[src/rtl/mxm_result_collector_pkg.sv]
// mxm_result_collector_pkg: shared MAC widths, log2 helper and result FIFO entry layout
package mxm_result_collector_pkg;
    localparam int MAC_W = 8;
    localparam int MAC_N = 1000;
    localparam int MAC_M = 4;
    localparam int MAC_P = 4;
    function automatic int log2(input int v);
        return (v <= 2) ? 1 : $clog2(v);
    endfunction
    function automatic int entry_w(input int w, input int m, input int p);
        return w + log2(m) + log2(p) + 1;
    endfunction
    localparam int ENTRY_DATA_W = MAC_W;
    localparam int ENTRY_ROW_W = log2(MAC_M);
    localparam int ENTRY_COL_W = log2(MAC_P);
    localparam int ENTRY_LAST_W = 1;
    localparam int ENTRY_W = ENTRY_DATA_W + ENTRY_ROW_W + ENTRY_COL_W + ENTRY_LAST_W;
endpackage

[src/rtl/mxm_result_collector_fifo.sv]
// result_fifo: synchronous FIFO with full/empty flags and concurrent push/pop
module result_fifo #(
    parameter int EW = 8,
    parameter int DEPTH = 4
) (
    input  logic          clk,
    input  logic          rst,
    input  logic          push,
    input  logic          pop,
    input  logic [EW-1:0] din,
    output logic [EW-1:0] dout,
    output logic          full,
    output logic          empty
);
    localparam int AW = $clog2(DEPTH);
    logic [EW-1:0] mem [DEPTH];
    logic [AW:0] wp, rp;
    logic wr, rd;
    assign empty = wp == rp;
    assign full = (wp[AW] != rp[AW]) && (wp[AW-1:0] == rp[AW-1:0]);
    assign rd = pop && !empty;
    assign wr = push && (!full || rd);
    assign dout = mem[rp[AW-1:0]];
    // storage and pointers; a full push is only taken when the head leaves on the same edge
    always_ff @(posedge clk or posedge rst) begin
        if (rst) begin
            wp <= '0;
            rp <= '0;
            mem <= '{default: '0};
        end else begin
            if (wr) begin
                mem[wp[AW-1:0]] <= din;
                wp <= wp + (AW+1)'(1);
            end
            if (rd) rp <= rp + (AW+1)'(1);
        end
    end
endmodule

[src/rtl/mxm_result_collector.sv]
// mxm_result_collector: samples MxM Y once per period, tags it with (row, col) and buffers it
module mxm_result_collector
    import mxm_result_collector_pkg::*;
#(
    parameter int W = MAC_W,
    parameter int N = MAC_N,
    parameter int M = MAC_M,
    parameter int P = MAC_P,
    parameter int DEPTH = 4
) (
    input  logic                 clk,
    input  logic                 rst,
    input  logic [W-1:0]         y,
    output logic                 out_valid,
    input  logic                 out_ready,
    output logic [W-1:0]         out_data,
    output logic [log2(M)-1:0]   out_row,
    output logic [log2(P)-1:0]   out_col,
    output logic                 out_last,
    output logic                 overflow
);
    localparam int RW = log2(M);
    localparam int CW = log2(P);
    localparam int KW = log2(N);
    localparam int EW = entry_w(W, M, P);
    logic [KW-1:0] k;
    logic [RW-1:0] row;
    logic [CW-1:0] col;
    logic primed, cap, pop, full, empty, last, col_end;
    logic [EW-1:0] din, dout;
    assign cap = primed && (k == KW'(1));
    assign col_end = col == CW'(P - 1);
    assign last = (row == RW'(M - 1)) && col_end;
    assign pop = out_valid && out_ready;
    assign out_valid = !empty;
    assign din = {y, row, col, last};
    assign {out_data, out_row, out_col, out_last} = dout;
    // phase tracking mirrors MxM n; tags advance on every capture so dropped results keep alignment
    always_ff @(posedge clk or posedge rst) begin
        if (rst) begin
            k <= '0;
            primed <= 1'b0;
            row <= '0;
            col <= '0;
            overflow <= 1'b0;
        end else begin
            k <= (k == KW'(N - 1)) ? '0 : k + KW'(1);
            primed <= primed | (k == KW'(N - 1));
            overflow <= overflow | (cap && full && !pop);
            if (cap) begin
                col <= col_end ? '0 : col + CW'(1);
                if (col_end) row <= (row == RW'(M - 1)) ? '0 : row + RW'(1);
            end
        end
    end
    result_fifo #(.EW(EW), .DEPTH(DEPTH)) u_fifo (
        .clk(clk), .rst(rst), .push(cap), .pop(pop),
        .din(din), .dout(dout), .full(full), .empty(empty)
    );
endmodule
[config.mk]
export PLATFORM = sky130hd
export DESIGN_NAME = mxm_result_collector
export DESIGN_NICKNAME = d
export VERILOG_FILES = /design/src/rtl/mxm_result_collector_pkg.sv /design/src/rtl/mxm_result_collector_fifo.sv /design/src/rtl/mxm_result_collector.sv
export SDC_FILE = /design/constraint.sdc
export NUM_CORES = 1
export LEC_CHECK = 0
export CAP_MARGIN = 20
export CELL_PAD_IN_SITES_DETAIL_PLACEMENT = 1
export CELL_PAD_IN_SITES_GLOBAL_PLACEMENT = 1
export CORE_MARGIN = 2
export CORE_UTILIZATION = 56
export CTS_BUF_LIST = sky130_fd_sc_hd__clkbuf_8
export CTS_CLUSTER_SIZE = 14
export DETAILED_ROUTE_END_ITERATION = 16
export DONT_BUFFER_PORTS = 1
export GPL_TIMING_DRIVEN = 0
export HOLD_SLACK_MARGIN = 0.06
export PLACE_DENSITY = 0.85
export SLEW_MARGIN = 20
export SYNTH_ARGS = -nofsm -noshare
export SYNTH_HDL_FRONTEND = slang
export SYNTH_SLANG_ARGS = --single-unit
[constraint.sdc]
create_clock -name clk -period 2.8 [get_ports clk]
set_input_delay 0.28 -clock clk [delete_from_list [all_inputs] [get_ports clk]]
set_output_delay 0.28 -clock clk [all_outputs]
set_load 0.01 [all_outputs]
**Word level (Yosys, flattened, before mapping)**

Index checks and enable logic that the tools add are counted.

- Flip-flop bits (word level): 74
- Word-level logic and storage cells: 53

- $add $sub $neg: 5
- Order comparisons: 3
- Equality and inequality tests: 7
- Mux-type cells: 9
- Bitwise logic cells: 4
- Reductions and logical operators: 14

Operators with widths:

| kind | number |
|---|---|
| $bwmux 52 | 1 |
| $mux 13 | 3 |
| $bmux 13 s2 | 1 |
| $demux 13 s2 | 1 |
| $add 10x1->10 const B | 1 |
| $eq 10x1->1 const B | 1 |
| $eq 10x10->1 const B | 1 |
| $mux 10 | 1 |
| $logic_and 1x1->1 | 9 |
| $add 3x1->3 const B | 2 |
| $ge 3x3->1 const B | 2 |
| $not 2->3 | 2 |
| $add 2x1->2 const B | 2 |
| $eq 2x2->1 const B | 2 |
| $mux 2 | 2 |
| $eq 3x3->1 | 1 |
| $logic_not 1->1 | 3 |
| $lt 3x1->1 const B | 1 |
| $eq 2x2->1 | 1 |
| $or 1x1->1 | 2 |
| $reduce_and 2->1 | 1 |
| $logic_or 1x1->1 | 1 |
| $ne 1x1->1 | 1 |

**Depth between registers and ports, before layout**

Gate-level depths: netlist of the first run.

- Depth in word-level cells: 6
- Depth in mapped cells: 7

**Cells and area by module**

A second synthesis of the first run with hierarchy kept.

- Cell total of the unflattened synthesis: 242
- Area, all modules: 3656.0 um^2

By module, submodules not included:

| module | times used | cells each | area each (um^2) |
|---|---|---|---|
| result_fifo | 1 | 163 | 2829.0 |
| mxm_result_collector | 1 | 79 | 827.0 |

**Least setup slack after synthesis of the first run**

No wires, ideal clock.

- Path kind: register to register
- Start point: register u_fifo.rp[1]
- End point: register u_fifo.mem[0] in the netlist's numbering
- Library setup time: 0.125 ns
- Data arrival time: 1.681 ns
- Required time: 2.675 ns
- Setup slack: 0.994 ns
- Stages on the path, launching flop included: 7
- Path buffers: 2
- Clock period less this slack: 1.806 ns
- Cell sequence: dfrtp_1 -> clkbuf_1 -> xnor2_1 -> nand4b_4 -> nand3_4 -> buf_6 -> mux2_4

- Word-level cells in the longest chain between the ends: 6
- Elaborated cells on any way between the ends: 9
- Those cells by class: eq/ne (2); reduce/logical (7)

Ends and longest elaborated chain:

| item | line | source |
|---|---|---|
| from (decl) | mxm_result_collector_fifo.sv:17 | `logic [AW:0] wp, rp;` |
| from (signal assigned) | mxm_result_collector_fifo.sv:35 | `if (rd) rp <= rp + (AW+1)'(1);` |
| $eq 3x3->1 | mxm_result_collector_fifo.sv:19 | `assign empty = wp == rp;` |
| $logic_not 1->1 | mxm_result_collector_fifo.sv:21, mxm_result_collector.sv:35 |  |
| $logic_and 1x1->1 | mxm_result_collector.sv:34 | `assign pop = out_valid && out_ready;` |
| $logic_and 1x1->1 | mxm_result_collector_fifo.sv:21 | `assign rd = pop && !empty;` |
| $logic_or 1x1->1 (*) | mxm_result_collector_fifo.sv:22 | `assign wr = push && (!full \|\| rd);` |
| $logic_and 1x1->1 (*) | mxm_result_collector_fifo.sv:22 |  |
| to (signal, indexed assignment) | mxm_result_collector_fifo.sv:32 | `mem[wp[AW-1:0]] <= din;` |
| to (decl) | mxm_result_collector_fifo.sv:16 | `logic [EW-1:0] mem [DEPTH];` |

Every way passes the cells marked *; elsewhere a longest branch is shown, timed or not.
A chain may end at the register's enable or synchronous reset.

**Final worst setup path of the first run**

- Start point: register u_fifo.rp[1]
- End point: output port out_last

- Word-level cells in the longest chain between the ends: 4

Ends and longest elaborated chain:

| item | line | source |
|---|---|---|
| $not 2->3 (not written as such) | mxm_result_collector_fifo.sv:23 | `assign dout = mem[rp[AW-1:0]];` |
| $bmux 13 s2 | mxm_result_collector_fifo.sv:23 |  |
| $mux 13 (not written as such) (2 in series) | mxm_result_collector_fifo.sv:23 |  |
| to (decl) | mxm_result_collector.sv:19 | `output logic out_last,` |

No other way between the ends. The select of a mux whose other input is x is not followed.

==> impl_metrics.env, run 1 <==
export IMPL_io_buffer_count=0
export IMPL_finalCritPeriodShare=0.8535
export IMPL_cts_resized=0
export IMPL_skew_ns=0.01011
export IMPL_status="finished, final reports clean"
export IMPL_whs_endpoint="u_fifo.mem[8]"
export IMPL_reg2reg_slack_ns=0.75
export IMPL_grt_pass1_vias=2126
export IMPL_yosysSeqAreaShare=0.5169
export IMPL_synthesis_area_um2=3582
export IMPL_dieArea_um2=7053
export IMPL_crit_fanout=10
export IMPL_viasPerCell=5.826
export IMPL_grt_pass1_wl_um=11240
export IMPL_overflow=0
export IMPL_mappedNetlistNets=245
export IMPL_arrival_ns=2.11
export IMPL_cp_top_family="buffers and inverters"
export IMPL_grt_use_total=0.2100
export IMPL_max_freq_mhz=418.4
export IMPL_coreArea_um2=6277
export IMPL_crit_chain="clkbuf_1, clkbuf_1, mux4_2"
export IMPL_power_density_nw_per_um2=601.2
export IMPL_post_drt_wl_per_cell_um=20.99
export IMPL_final_hold_viol_count=0
export IMPL_cts_tree="built"
export IMPL_most_common_layout_cells="dfrtp_1, mux2_4, mux2_2, mux4_2"
export IMPL_drt_met1_wl_um=2980
export IMPL_synth_edf_count=0
export IMPL_cpPeakStageDelay_ns=0.61
export IMPL_cts_path_max_buffers=2
export IMPL_gp_routability_congestion=0.7635
export IMPL_fin_setup_tns_ns=0
export IMPL_die_h_um=83.98
export IMPL_path_class="reg2out"
export IMPL_first_iter_violations=68
export IMPL_min_path_cells=1
export IMPL_drive_gt1_frac=0.4221
export IMPL_synthDistinctLibCells=32
export IMPL_clock_sinks=74
export IMPL_rows=29
export IMPL_vias=1870
export IMPL_n_antenna_cell=0
export IMPL_finalHoldWorstSlack_ns=0.07887
export IMPL_clk_latency_ns=0.34
export IMPL_tightest_slew_ns=0.7319
export IMPL_yosys_warnings=0
export IMPL_cts_max_level=3
export IMPL_drv_cap=0
export IMPL_nets=259
export IMPL_p_leak_nw=1.972
export IMPL_critPathSlowestCell="clkbuf_1"
export IMPL_drt_wl_total_um=6738
export IMPL_antenna_left=0
export IMPL_netlist_instances=225
export IMPL_setup_viol=0
export IMPL_hold_path_startpoint="y[3]"
export IMPL_area_delta_synth_final_pct=9.955
export IMPL_ioPinCount=26
export IMPL_final_util=0.6275
export IMPL_dp_hpwl_um=4275
export IMPL_dieWidth_um=83.98
export IMPL_cp_required_ns=2.52
export IMPL_crit_top_cell="clkbuf_1"
export IMPL_firstDrtPassIters=4
export IMPL_grt_start_max_net_pins=43
export IMPL_rsz0062_at_grt="false"
export IMPL_antenna_found_initial=0
export IMPL_initial_core_util=0.5707
export IMPL_relSlewSlack=0.5121
export IMPL_cp_end_kind="output port"
export IMPL_r2r_start="u_fifo.rp[1]"
export IMPL_drcViolationCount=0
export IMPL_vdd_drop_max_mv=0.4098
export IMPL_clk_pin_slew_ns=0.08
export IMPL_finalCriticalPeriod_ns=2.390
export IMPL_ys_flop_type="dfrtp_1"
export IMPL_avgSynthCellArea_um2=15.92
export IMPL_layout_commonest_cell="dfrtp_1"
export IMPL_met2_length_um=3449
export IMPL_cts_root_buf="clkbuf_8"
export IMPL_path_buf_inv=2
export IMPL_r2r_end="u_fifo.mem[23]"
export IMPL_hold_path_class="in2reg"
export IMPL_total_power_mw=2.368
export IMPL_rr_worst_depth=6
export IMPL_critical_path_startpoint_type="flop"
export IMPL_drv_slew=0
export IMPL_cts_buffers_inserted=9
export IMPL_ys_ff_latch=74
export IMPL_async_reset_ff_frac=1.000
export IMPL_top_layer="met4"
export IMPL_route_met3_wl_um=230
-- kinds of logic after synthesis --
group                      after synthesis  synth area share
buffers and inverters                   15           0.02899
and+or+nand+nor                         36           0.07545
DFF                                     74            0.5169
xor gates and xnor gates                12           0.02934
adders and majority gates                9           0.03144
muxes                                   70            0.3018
AOI/OAI and AO/OA                        9           0.01607
-- sequential cells by signal, summed over array words and instances (netlist names) --
name	cells
primed	1
col	2
k	10
u_fifo.mem	52
u_fifo.rp	3
row	2
overflow	1
u_fifo.wp	3
-- synth_stat cells, types with 3 or more instances --
cell type   n  area (um^2)
dfrtp_1    74         1852
mux2_4     39        585.6
mux2_2     18        202.7
mux4_2     13        292.8
ha_1        9        112.6
xnor2_1     9        78.83
nor2_1      7        26.28
buf_6       6        67.56
inv_1       5        18.77
nand2_1     5        18.77
nand3_1     4        20.02
nand3_4     4        70.07
o21ai_0     3        15.01
xor2_1      3        26.28
-- metrics by stage --
stage	worst slack (ns)	instances	instance area, um^2
2_1_floorplan	0.6384	225	3582
3_3_place_gp	-0.1259	302	3679
3_5_place_dp	0.7386	303	3701
4_1_cts	0.3841	320	3929
5_1_grt	0.3202	321	3939
6_report	0.4101	321	3939
-- layout make-up --
cell class                 count  area (um^2)
fill                         579         2338
sequential                    74         1852
multi-input combinational    136         1627
clock buffer                   9        123.9
tap                           77        96.34
clock inverter                 7        93.84
buffer                        10        85.08
timing repair buffer           3        40.04
inverter                       5        21.27
-- layer usage --
layer | vias to the layer above | GRT usage
met5 | - | 0
met4 | 0 | 0.06891
met3 | 6 | 0.05836
met2 | 24 | 0.3462
met1 | 1001 | 0.2698
li1 | 839 | -
-- worst max path at each step --
stage	startpoint	endpoint	slack, ns	cells after the start
after floorplan	rst	col[0]	0.64	1
after global placement	rst	u_fifo.mem[47]	-0.13	1
after detailed placement	u_fifo.rp[1]	u_fifo.mem[32]	0.74	6
after CTS	u_fifo.rp[1]	out_last	0.38	3
after global routing	u_fifo.rp[1]	out_col[0]	0.32	3
final	u_fifo.rp[1]	out_last	0.41	3
-- worst register-to-register path, cell delays in order, from the launching register on --
cell and delay, ns:
dfrtp_1 0.39, clkbuf_1 0.22, xnor2_1 0.33, nand4b_4 0.27, nand3_4 0.20, buf_6 0.22
mux2_4 0.32
-- where the power goes --
part           switching (mW)  internal [mW]  total [mW]
Clock                   0.409          0.500       0.909
Combinational           0.212          0.141       0.353
Sequential             0.0150           1.09        1.11
Total                   0.636           1.73        2.37
-- what timing repair did --
| item | 4_1_cts | 5_1_grt |
|---|---|---|
| setup endpoints to repair | 0 | 0 |
| hold endpoints to repair | 41 | 2 |
| hold buffers | 1 | 1 |
| setup buffers | 0 | 0 |
No activity file was read; power rests on OpenSTA's default activity.
==> inputs of run 2 (changes only) <==
CTS_CLUSTER_DIAMETER = 40   (was unset)
GPL_TIMING_DRIVEN = unset   (was 0)
==> impl_metrics.env, run 2 (synthesized netlist as in run 1, its figures left out) <==
export IMPL_gp_routability_congestion=0.7155
export IMPL_min_path_cells=1
export IMPL_rows=29
export IMPL_multiInputGateArea_um2=1627
export IMPL_dp_hpwl_um=4391
export IMPL_coreArea_um2=6277
export IMPL_grt_pass1_wl_um=11360
export IMPL_nets=254
export IMPL_antenna_found_initial=0
export IMPL_reg2reg_slack_ns=0.50
export IMPL_antenna_left=0
export IMPL_p_leak_nw=1.941
export IMPL_cts_max_level=3
export IMPL_drv_slew=0
export IMPL_initial_core_util=0.5707
export IMPL_fin_setup_tns_ns=0
export IMPL_whs_endpoint="u_fifo.mem[20]"
export IMPL_cts_buffers_inserted=9
export IMPL_n_antenna_cell=0
export IMPL_final_hold_viol_count=0
export IMPL_area_delta_synth_final_pct=7.999
export IMPL_clock_sinks=74
export IMPL_total_power_mw=2.307
export IMPL_r2r_end="u_fifo.mem[5]"
export IMPL_power_density_nw_per_um2=596.3
export IMPL_most_common_layout_cells="dfrtp_1, mux2_4, mux2_2, mux4_2, clkbuf_8"
export IMPL_worst_slack_ns=0.4999
export IMPL_rr_worst_depth=4
export IMPL_vias=1859
export IMPL_critical_path_startpoint_type="flop"
export IMPL_status="finished, final reports clean"
export IMPL_clk_pin_slew_ns=0.08
export IMPL_grt_use_total=0.2126
export IMPL_place_inst=296
export IMPL_tightest_slew_ns=0.5860
export IMPL_finalCriticalPeriod_ns=2.300
export IMPL_seq_area_um2=1852
export IMPL_overflow=0
export IMPL_stdcell_count=316
export IMPL_io_buffer_count=0
export IMPL_largest_reg_flops=52
export IMPL_critPathSlowestCell="and4b_1"
export IMPL_grt_pass1_vias=2109
export IMPL_first_iter_violations=49
export IMPL_drcViolationCount=0
export IMPL_dp_slack_ns=0.4834
export IMPL_crit_fanout=14
export IMPL_cts_path_max_buffers=2
export IMPL_rsz0062_at_grt="false"
export IMPL_max_freq_mhz=434.8
export IMPL_firstDrtPassIters=4
export IMPL_fill_cells=556
export IMPL_clk_latency_ns=0.35
export IMPL_setup_viol=0
export IMPL_cpPeakStageDelay_ns=0.62
export IMPL_cp_required_ns=3.03
export IMPL_hold_path_class="in2reg"
export IMPL_crit_chain="nor4_1, and4b_1, nand3_4, mux2_4"
export IMPL_r2r_start="k[4]"
export IMPL_dieWidth_um=83.98
export IMPL_cts_post_setup_buffers_inserted=0
export IMPL_reg_largest_list="u_fifo.mem x52, k x10"
export IMPL_drt_wl_total_um=6621
export IMPL_finalCritPeriodShare=0.8215
export IMPL_path_class="reg2reg"
export IMPL_cts_tree="built"
export IMPL_arrival_ns=2.53
export IMPL_vdd_drop_max_mv=0.4286
export IMPL_die_h_um=83.98
export IMPL_top_register="u_fifo.mem"
export IMPL_ioPinCount=26
export IMPL_grt_start_max_net_pins=29
export IMPL_drv_cap=0
export IMPL_cts_root_buf="clkbuf_8"
export IMPL_skew_ns=0.01479
export IMPL_dieArea_um2=7053
export IMPL_relSlewSlack=0.6090
export IMPL_cp_end_kind="flop"
export IMPL_drive_gt1_frac=0.4059
export IMPL_viasPerCell=5.883
export IMPL_post_drt_wl_per_cell_um=20.95
export IMPL_layout_commonest_cell="dfrtp_1"
export IMPL_hold_path_startpoint="y[2]"
run 2: cell types whose count changed in the layout (fill, tap and decap cells not counted), moves of 2 or more:
cell	before	now
buf_2	2	0
buf_4	0	4
dlygate4sd3_1	2	4
buf_6	6	0
clkbuf_8	9	11
clkbuf_1	2	0
run 2: through the flow:
stage	area [um^2]	hold slack, ns	util
3_3_place_gp	3623	0.2445	0.5772
2_1_floorplan	3582	0.4285	-
4_1_cts	3849	0.06040	0.6131
5_1_grt	3869	0.06172	0.6163
3_5_place_dp	3623	0.2452	0.5772
6_report	3869	0.07410	0.6163
run 2: power breakdown:
| part | switching (mW) | total [mW] | internal (mW) |
|---|---|---|---|
| combinational | 0.203 | 0.346 | 0.143 |
| sequential | 0.0170 | 1.11 | 1.09 |
| clock | 0.396 | 0.852 | 0.456 |
run 2: cell type report:
type | instances | area share
Multi-Input combinational cell | 136 | 0.4204
Clock buffer | 11 | 0.03913
Tap cell | 77 | 0.02490
Clock inverter | 5 | 0.01391
Sequential cell | 74 | 0.4787
Inverter | 5 | 0.004851
Timing Repair Buffer | 8 | 0.01811
run 2: timing repair:
item                                   4_1_cts  5_1_grt
resized for setup                            0        0
hold buffers                                 2        2
endpoints found under the hold margin       27        2
run 2: how the worst max path moves through the flow:
stage | start | cells past startpoint | end | slack [ns]
finish | k[4] | 4 | u_fifo.mem[5] | 0.50
global route | k[4] | 4 | u_fifo.mem[5] | 0.32
CTS | k[4] | 4 | u_fifo.mem[5] | 0.49
detailed placement | k[4] | 4 | u_fifo.mem[6] | 0.48
global placement | k[4] | 4 | u_fifo.mem[8] | 0.55
floorplan | rst | 1 | col[0] | 0.64
run 2: worst max-delay path, delay by kind of cell, from the launching register on:
| family | cells | cell delay (ns) |
|---|---|---|
| AND/OR/NAND/NOR | 3 | 1.32 |
| flip-flops | 1 | 0.46 |
| multiplexers | 1 | 0.41 |
run 2: metal layers:
metal | track usage | routed length, um
met1 | 0.2814 | 2950
met2 | 0.3455 | 3336
met3 | 0.05045 | 237
met4 | 0.07478 | 97
met5 | 0 | 0
==> inputs of run 3 (changes only) <==
clock period = 2.2 ns   (was 2.8 ns; I/O delays follow)
==> impl_metrics.env, run 3 (synthesized netlist as in run 1, its figures left out) <==
export IMPL_cp_end_kind="flop"
export IMPL_critical_path_startpoint_type="flop"
export IMPL_whs_endpoint="overflow"
export IMPL_final_util=0.6326
export IMPL_crit_chain="nor4b_1, and4b_1, buf_4, nand3_4, mux2_4"
export IMPL_reg_largest_list="u_fifo.mem x52, k x10"
export IMPL_crit_fanout=13
export IMPL_grt_pass1_vias=2136
export IMPL_r2r_end="u_fifo.mem[33]"
export IMPL_drv_slew=0
export IMPL_power_density_nw_per_um2=767.5
export IMPL_layout_commonest_cell="dfrtp_1"
export IMPL_cts_buffers_inserted=9
export IMPL_fin_setup_tns_ns=0
export IMPL_arrival_ns=2.19
export IMPL_dieArea_um2=7053
export IMPL_grt_start_max_net_pins=47
export IMPL_io_buffer_count=0
export IMPL_hold_path_class="in2reg"
export IMPL_finalHoldWorstSlack_ns=0.1985
export IMPL_post_drt_wl_per_cell_um=21.09
export IMPL_path_class="reg2reg"
export IMPL_drcViolationCount=0
export IMPL_fill_cells=545
export IMPL_rows=29
export IMPL_drt_wl_total_um=6813
export IMPL_path_buf_inv=1
export IMPL_cpPeakStageDelay_ns=0.42
export IMPL_reg2reg_slack_ns=0.24
export IMPL_skew_ns=0.01246
export IMPL_cp_top_family="simple AND/OR/NAND/NOR gates"
export IMPL_antenna_left=0
export IMPL_min_path_cells=2
export IMPL_dieWidth_um=83.98
export IMPL_antenna_found_initial=0
export IMPL_drive_gt1_frac=0.4024
export IMPL_dp_slack_ns=0.2541
export IMPL_clk_latency_ns=0.36
export IMPL_cp_depth=5
export IMPL_status="finished, final reports clean"
export IMPL_gp_routability_congestion=0.7620
export IMPL_coreArea_um2=6277
export IMPL_overflow=0
export IMPL_cp_required_ns=2.44
export IMPL_p_leak_nw=1.985
export IMPL_largest_reg_flops=52
export IMPL_rsz0062_at_grt="false"
export IMPL_cts_resized=0
export IMPL_most_common_layout_cells="dfrtp_1, mux2_4, mux2_2, mux4_2"
export IMPL_top_register="u_fifo.mem"
export IMPL_first_iter_violations=47
export IMPL_clk_pin_slew_ns=0.08
export IMPL_worst_slack_ns=0.2437
export IMPL_finalCriticalPeriod_ns=1.956
export IMPL_initial_core_util=0.5707
export IMPL_finalCritPeriodShare=0.8892
export IMPL_max_freq_mhz=511.2
export IMPL_nets=261
export IMPL_vdd_drop_max_mv=0.4664
export IMPL_n_antenna_cell=0
export IMPL_setup_viol=0
export IMPL_dp_hpwl_um=4198
export IMPL_area_delta_synth_final_pct=10.86
export IMPL_hold_path_startpoint="out_ready"
export IMPL_firstDrtPassIters=4
export IMPL_clock_sinks=74
export IMPL_critPathSlowestCell="dfrtp_1"
export IMPL_drv_cap=0
export IMPL_die_h_um=83.98
export IMPL_relSlewSlack=0.5828
export IMPL_vias=1922
export IMPL_cts_root_buf="clkbuf_8"
export IMPL_rr_worst_depth=5
export IMPL_r2r_start="k[8]"
export IMPL_cts_tree="built"
export IMPL_cts_path_max_buffers=2
export IMPL_grt_use_total=0.2165
export IMPL_final_hold_viol_count=0
export IMPL_ioPinCount=26
export IMPL_viasPerCell=5.950
export IMPL_worstSetupStartpoint="k[8]"
export IMPL_tightest_slew_ns=0.6249
export IMPL_cts_max_level=3
export IMPL_seq_area_um2=1852
export IMPL_total_power_mw=3.048
export IMPL_multiInputGateArea_um2=1627
export IMPL_grt_pass1_wl_um=11510
## run 3: cell types whose count changed in the layout (fill, tap and decap cells not counted)
cell,previous run,this run
clkinvlp_4,2,1
buf_12,0,1
dlygate4sd3_1,4,10
clkinv_4,0,2
clkbuf_8,11,10
bufinv_16,1,2
inv_1,5,4
## run 3: layout make-up
class / instances / area share
well taps: 77 / 0.02426
multi-input cells: 136 / 0.4096
inverters: 5 / 0.004726
repair buffers: 15 / 0.03781
clock inverters: 6 / 0.02268
flip-flops and latches: 74 / 0.4663
clock buffers: 10 / 0.03466
## run 3: stage by stage
stage               cell area [um^2]  instances
floorplan                       3582        225
global placement                3643        297
detailed placement              3643        297
CTS                             3971        323
global route                    3971        323
finish                          3971        323
## run 3: timing repair
item	CTS	global route
hold endpoints to repair	62	0
buffers inserted	0	0
hold buffers	10	0
## run 3: how the worst max path moves through the flow
stage / to / slack [ns]
after floorplan: col[0] / 0.1
after global placement: u_fifo.mem[29] / 0.29
after detailed placement: u_fifo.mem[33] / 0.25
after CTS: u_fifo.mem[33] / 0.22
after global routing: u_fifo.mem[33] / 0.07
final: u_fifo.mem[33] / 0.24
## run 3: worst register-to-register path, cell delays in order (launching register included)
cell     delay [ns]
dfrtp_1        0.42
nor4b_1        0.28
and4b_1        0.23
buf_4          0.21
nand3_4        0.30
mux2_4         0.40
## run 3: per-layer routing
metal / wire length (um) / vias up / share of wire / GRT usage
met4: 125 / 0 / 0.018 / 0.09677
li1: - / 850 / - / -
met2: 3483 / 30 / 0.51 / 0.3527
met5: 0 / - / 0 / 0
met1: 3004 / 1033 / 0.44 / 0.2756
met3: 200 / 9 / 0.029 / 0.05242
## run 3: power by group
part           internal (mW)  switching [mW]
Clock                  0.671           0.519
Combinational          0.190           0.258
Sequential              1.39          0.0211
==> edit 1: new RTL, settings of run 2 <==
The package constant `MAC_M` goes from 4 to 3.
--- a/src/rtl/mxm_result_collector_pkg.sv
+++ b/src/rtl/mxm_result_collector_pkg.sv
@@ -2,7 +2,7 @@
 package mxm_result_collector_pkg;
     localparam int MAC_W = 8;
     localparam int MAC_N = 1000;
-    localparam int MAC_M = 4;
+    localparam int MAC_M = 3;
     localparam int MAC_P = 4;
     function automatic int log2(input int v);
         return (v <= 2) ? 1 : $clog2(v);
Behaviour: no difference found for any inputs over 10 cycles, from zero or initial values and one cycle with rst high; that may be too few to reach the edited logic, so the function may still have changed.
==> edit 1 against run 2 <==
Routed wire length increased by 14%; first-iteration DRC count increased by 45%; worst setup slack got worse by 0.023 ns; total power increased by 4.9%; sequential cell count unchanged; design area increased by 3.4%; worst hold slack about the same; combinational power increased by 5%; synthesized area increased by 0.10%; count of clock-buffer cells in the layout decreased by 1; critical path type unchanged; critical endpoint is now u_fifo.mem[2]$_DFFE_PP0P_; highest routed layer unchanged.
==> edit 1: results (changes against run 2) <==
| Metric | Value |
|---|---|
| Post-synthesis sequential area ratio | 51.6% (-0.054 points) |
| CP arrival | 2.56 ns (+0.03 ns) |
| Hold_sp | y[5] |
| Setup crit start | k[8]$_DFF_PP0_ |
| Post-synth top cells | 74 x dfrtp_1, 39 x mux2_4, 18 x mux2_2 |
| Dpl cells | 297 (+0.34%) |
| CP max stage delay | 0.63 ns |
| Total track usage | 21.9% (+0.63 points) |
| Post-route clock period utilization | 83.0% (+0.84 points) |
| Setup crit end | u_fifo.mem[2]$_DFFE_PP0P_ |
| Worst slack, placed | 0.515 ns (+0.0314 ns) |
| Setup bufs post-CTS | 0 (unchanged) |
| Insertion delay to the later sink of the worst-skew pair | 0.36 ns |
| CTS Buf Count | 9 (unchanged) |
| Post-synthesis async set-or-reset flop share | 100% (unchanged) |
| Unique cell type count in the Yosys netlist | 34 (+6.3%) |
| Share of layout cells above drive strength 1 | 38.8% (-1.8 points) |
| Sw Ratio | 26.7% (+0.041 points) |
| Final Net Count | 264 (+3.9%) |
| Syn Nets | 246 (+0.41%) |
| Number of global-route vias before repair | 2185 (+3.6%) |
| First-pass GRT wire length | 11700 um (+2.7%) |
| CTS clock-pin slew for the worst setup and hold paths | 0.08 ns (about the same) |
| Clk_skew | 0.0170 ns (+0.00217 ns) |
| DRT iter0 DRCs | 71 (+45%) |
| IR drop worst, VDD | 0.386 mV (-9.9%) |
| Vias per cell | 5.82 (-1.0%) |
| Top cells by area, synth | dfrtp_1 52%, mux2_4 16%, mux4_2 8.2% |
| Gpl congestion | 0.816 (+14%) |
| Synth Instances | 227 (+0.89%) |
| Cell Area, Placed | 0.00363 mm2 (+0.24%) |
| Non-Filler Instances | 327 (+3.5%) |
| Worst slew pin tran | 0.810 ns (+0.224 ns) |
| Largest net degree at the start of global routing | 41 (+41%) |
| Clk root buf | clkbuf_8 |
| Post-DP HPWL | 4530 um (+3.2%) |
| DR WL/cell | 23.1 um (+10%) |
| Static leakage | 1.99 nW (+2.6%) |
| Outcome | finished, final reports clean |
| Fill count | 560 (+0.72%) |
-- edit 1: cell type report --
type	instances	area, um2	share of cell area [%]
clock inverters	6	90.1	2.25
multi-input cells	138	1630	40.8
repair buffers	17	175	4.38
flip-flops and latches	74	1850	46.3
inverters	5	18.8	0.469
well taps	77	96.3	2.41
clock buffers	10	138	3.44
-- edit 1: worst min-delay path by stage --
stage	to
floorplan	u_fifo.mem[18]$_DFFE_PP0P_
global placement	k[0]$_DFF_PP0_
detailed placement	primed$_DFF_PP0_
CTS	u_fifo.mem[45]$_DFFE_PP0P_
global route	u_fifo.mem[7]$_DFFE_PP0P_
finish	u_fifo.mem[23]$_DFFE_PP0P_
-- edit 1: per-layer routing --
| metal | vias up | global-route usage, % | share of wire, % | wire length (um) |
|---|---|---|---|---|
| met5 | - | 0 | 0 | 0 |
| met4 | 0 | 7.62 | 1.9 | 141 |
| met3 | 13 | 7.52 | 3.0 | 227 |
| met2 | 31 | 35.1 | 52 | 3940 |
| met1 | 1000 | 27.7 | 43 | 3260 |
| li1 | 860 | - | - | - |
-- edit 1: power by group through the flow --
stage | logic, mW | clock network, mW | registers (mW)
after floorplan | 0.276 | 0 | 1.12
after global placement | 0.336 | 0 | 1.13
after detailed placement | 0.346 | 0 | 1.13
after CTS | 0.353 | 0.953 | 1.11
after global routing | 0.395 | 1.01 | 1.11
final | 0.364 | 0.946 | 1.11
-- edit 1: stage by stage --
step,hold slack [ns],power [mW]
6_report,0.0739,2.42
3_5_place_dp,0.348,1.48
3_3_place_gp,0.335,1.47
5_1_grt,0.0607,2.52
2_1_floorplan,0.429,1.40
4_1_cts,0.0601,2.41
-- edit 1: kinds of logic after synthesis --
family / after synthesis / synth area share (%)
buffers and inverters: 15 / 2.90
DFF: 74 / 51.6
xor gates and xnor gates: 13 / 3.18
AOI/OAI and AO/OA: 7 / 1.33
muxes: 70 / 30.1
and+or+nand+nor: 40 / 8.03
adders and majority gates: 8 / 2.79
-- edit 1: what timing repair did --
action	4_1_cts	5_1_grt
endpoints found under the hold margin	41	12
setup endpoints to repair	0	0
hold buffers	6	8
==> edit 2: new RTL, settings of run 2 <==
Without the edit above. Make the reset (`rst`) synchronous in 2 clocked blocks.
--- a/src/rtl/mxm_result_collector_fifo.sv
+++ b/src/rtl/mxm_result_collector_fifo.sv
@@ -22,7 +22,7 @@
     assign wr = push && (!full || rd);
     assign dout = mem[rp[AW-1:0]];
     // storage and pointers; a full push is only taken when the head leaves on the same edge
-    always_ff @(posedge clk or posedge rst) begin
+    always_ff @(posedge clk) begin
         if (rst) begin
             wp <= '0;
             rp <= '0;
--- a/src/rtl/mxm_result_collector.sv
+++ b/src/rtl/mxm_result_collector.sv
@@ -36,7 +36,7 @@
     assign din = {y, row, col, last};
     assign {out_data, out_row, out_col, out_last} = dout;
     // phase tracking mirrors MxM n; tags advance on every capture so dropped results keep alignment
-    always_ff @(posedge clk or posedge rst) begin
+    always_ff @(posedge clk) begin
         if (rst) begin
             k <= '0;
             primed <= 1'b0;
Formal check against the unedited RTL: no difference found for any inputs over 10 cycles, from zero or initial values and one cycle with rst high; that may be too few to reach the edited logic, so the function may still have changed.
==> edit 2 against run 2 <==
Sequential cell count stayed put; design area is 4.4% lower; worst setup slack better by 0.20 ns; via count is 26% higher; critical path depth stayed put; routed wire length is 12% higher; count of clock-buffer cells in the layout stayed put; non-clock buffer count is 2 lower; synthesized area is 2.9% lower; die area is 2.7% lower; sequential share of layout area is 7.8 points lower.
Power is not compared: it rests on default switching activity, and its combinational part moved more than twofold at a synthesized area within 25%.
==> edit 2: results (changes against run 2) <==
| Metric | Value |
|---|---|
| Outcome | finished, final reports clean |
| Worst hold path depth | 2 (+1) |
| DRT iter0 DRCs | 112 (+130%) |
| DR WL/cell | 18.8 um (-10%) |
| Cell Area, Placed | 0.00348 mm2 (-3.9%) |
| Share of layout cells above drive strength 1 | 12.5% (-28 points) |
| Unique cell type count in the Yosys netlist | 34 (+6.3%) |
| CTS clock-pin slew for the worst setup and hold paths | 0.07 ns |
| Hold WS | 0.120 ns (+0.0460 ns) |
| Final Net Count | 335 (+32%) |
| Hold_sp | rst |
| Number of global-route vias before repair | 2469 (+17%) |
| Vias per cell | 5.91 (+0.44%) |
| Total track usage | 23.9% (+2.6 points) |
| Largest net degree at the start of global routing | 75 (+160%) |
| Crit-path max FO | 7 (-7) |
| Dpl cells | 378 (+28%) |
| R2r setup slk | 0.70 ns (+0.20 ns) |
| Post-synthesis sequential area ratio | 42.6% (-9.1 points) |
| First-pass GRT wire length | 13000 um (+14%) |
| Post-synthesis async set-or-reset flop share | 0% (-100 points) |
| Dominant synthesized flop cell | dfxtp_1 |
| CP arrival | 2.34 ns (-0.19 ns) |
| Worst Hold Path EP | u_fifo.mem[13]$_SDFFE_PP0P_ |
| Setup crit start | k[6]$_SDFF_PP0_ |
| Post-DP HPWL | 4630 um (+5.5%) |
| Max-Slew Margin vs Limit | 56.6% (-4.3 points) |
| WL final | 7440 um (+12%) |
| Critical Path Slowest Stage Cell | nor4_2 |
| Gpl congestion | 0.806 (+13%) |
| Worst slack, placed | 0.816 ns (+0.332 ns) |
| Fill count | 655 (+18%) |
| Setup crit end | u_fifo.wp[0]$_SDFFE_PP0P_ |
| Top cells by area, synth | dfxtp_1 43%, mux2i_1 16%, nand2b_1 12% |
[edit 2: changes by cell type after synthesis, sizes merged, moves of 5 or more]
cell / change
xor2: +5
mux2: -55
dfxtp: +74
clkbuf: +10
mux2i: +55
nand4: +5
dfrtp: -74
nand2b: +67
nor2: +13
[edit 2: area by class of cell]
cell class | instances | area [um2] | share of cell area (%)
Timing Repair Buffer | 6 | 47.5 | 1.29
Clock inverter | 5 | 53.8 | 1.46
Multi-Input combinational cell | 219 | 1850 | 50.1
Clock buffer | 11 | 151 | 4.09
Sequential cell | 74 | 1480 | 40.1
Tap cell | 75 | 93.8 | 2.54
Inverter | 5 | 18.8 | 0.508
[edit 2: power by group through the flow]
stage	Combinational [mW]	Sequential, mW	Clock (mW)
floorplan	0.0400	1.08	0
global placement	0.0334	1.08	0
detailed placement	0.0345	1.08	0
CTS	0.0390	1.06	0.874
global route	0.0426	1.06	0.917
finish	0.0390	1.06	0.860
[edit 2: routing by layer]
metal / track usage (%) / wire length [um] / up-vias
met5: 0 / 0 / -
met4: 11.5 / 161 / 0
met3: 4.17 / 175 / 16
met2: 39.4 / 3700 / 33
met1: 30.4 / 3400 / 1199
li1: - / - / 1086
[edit 2: repair_timing]
action,4_1_cts,5_1_grt
hold endpoints to repair,10,0
resized for setup,0,0
hold buffers,1,0
[edit 2: cells by family (layout without fill, tap and decap cells)]
kind of cell / after synthesis / count (layout) / synth area share (%)
buffers and inverters: 26 / 27 / 4.24
DFF: 74 / 74 / 42.6
xor gates and xnor gates: 13 / 13 / 3.49
and+or+nand+nor: 120 / 120 / 20.2
muxes: 70 / 70 / 24.9
adders and majority gates: 9 / 9 / 3.24
AOI/OAI and AO/OA: 7 / 7 / 1.33
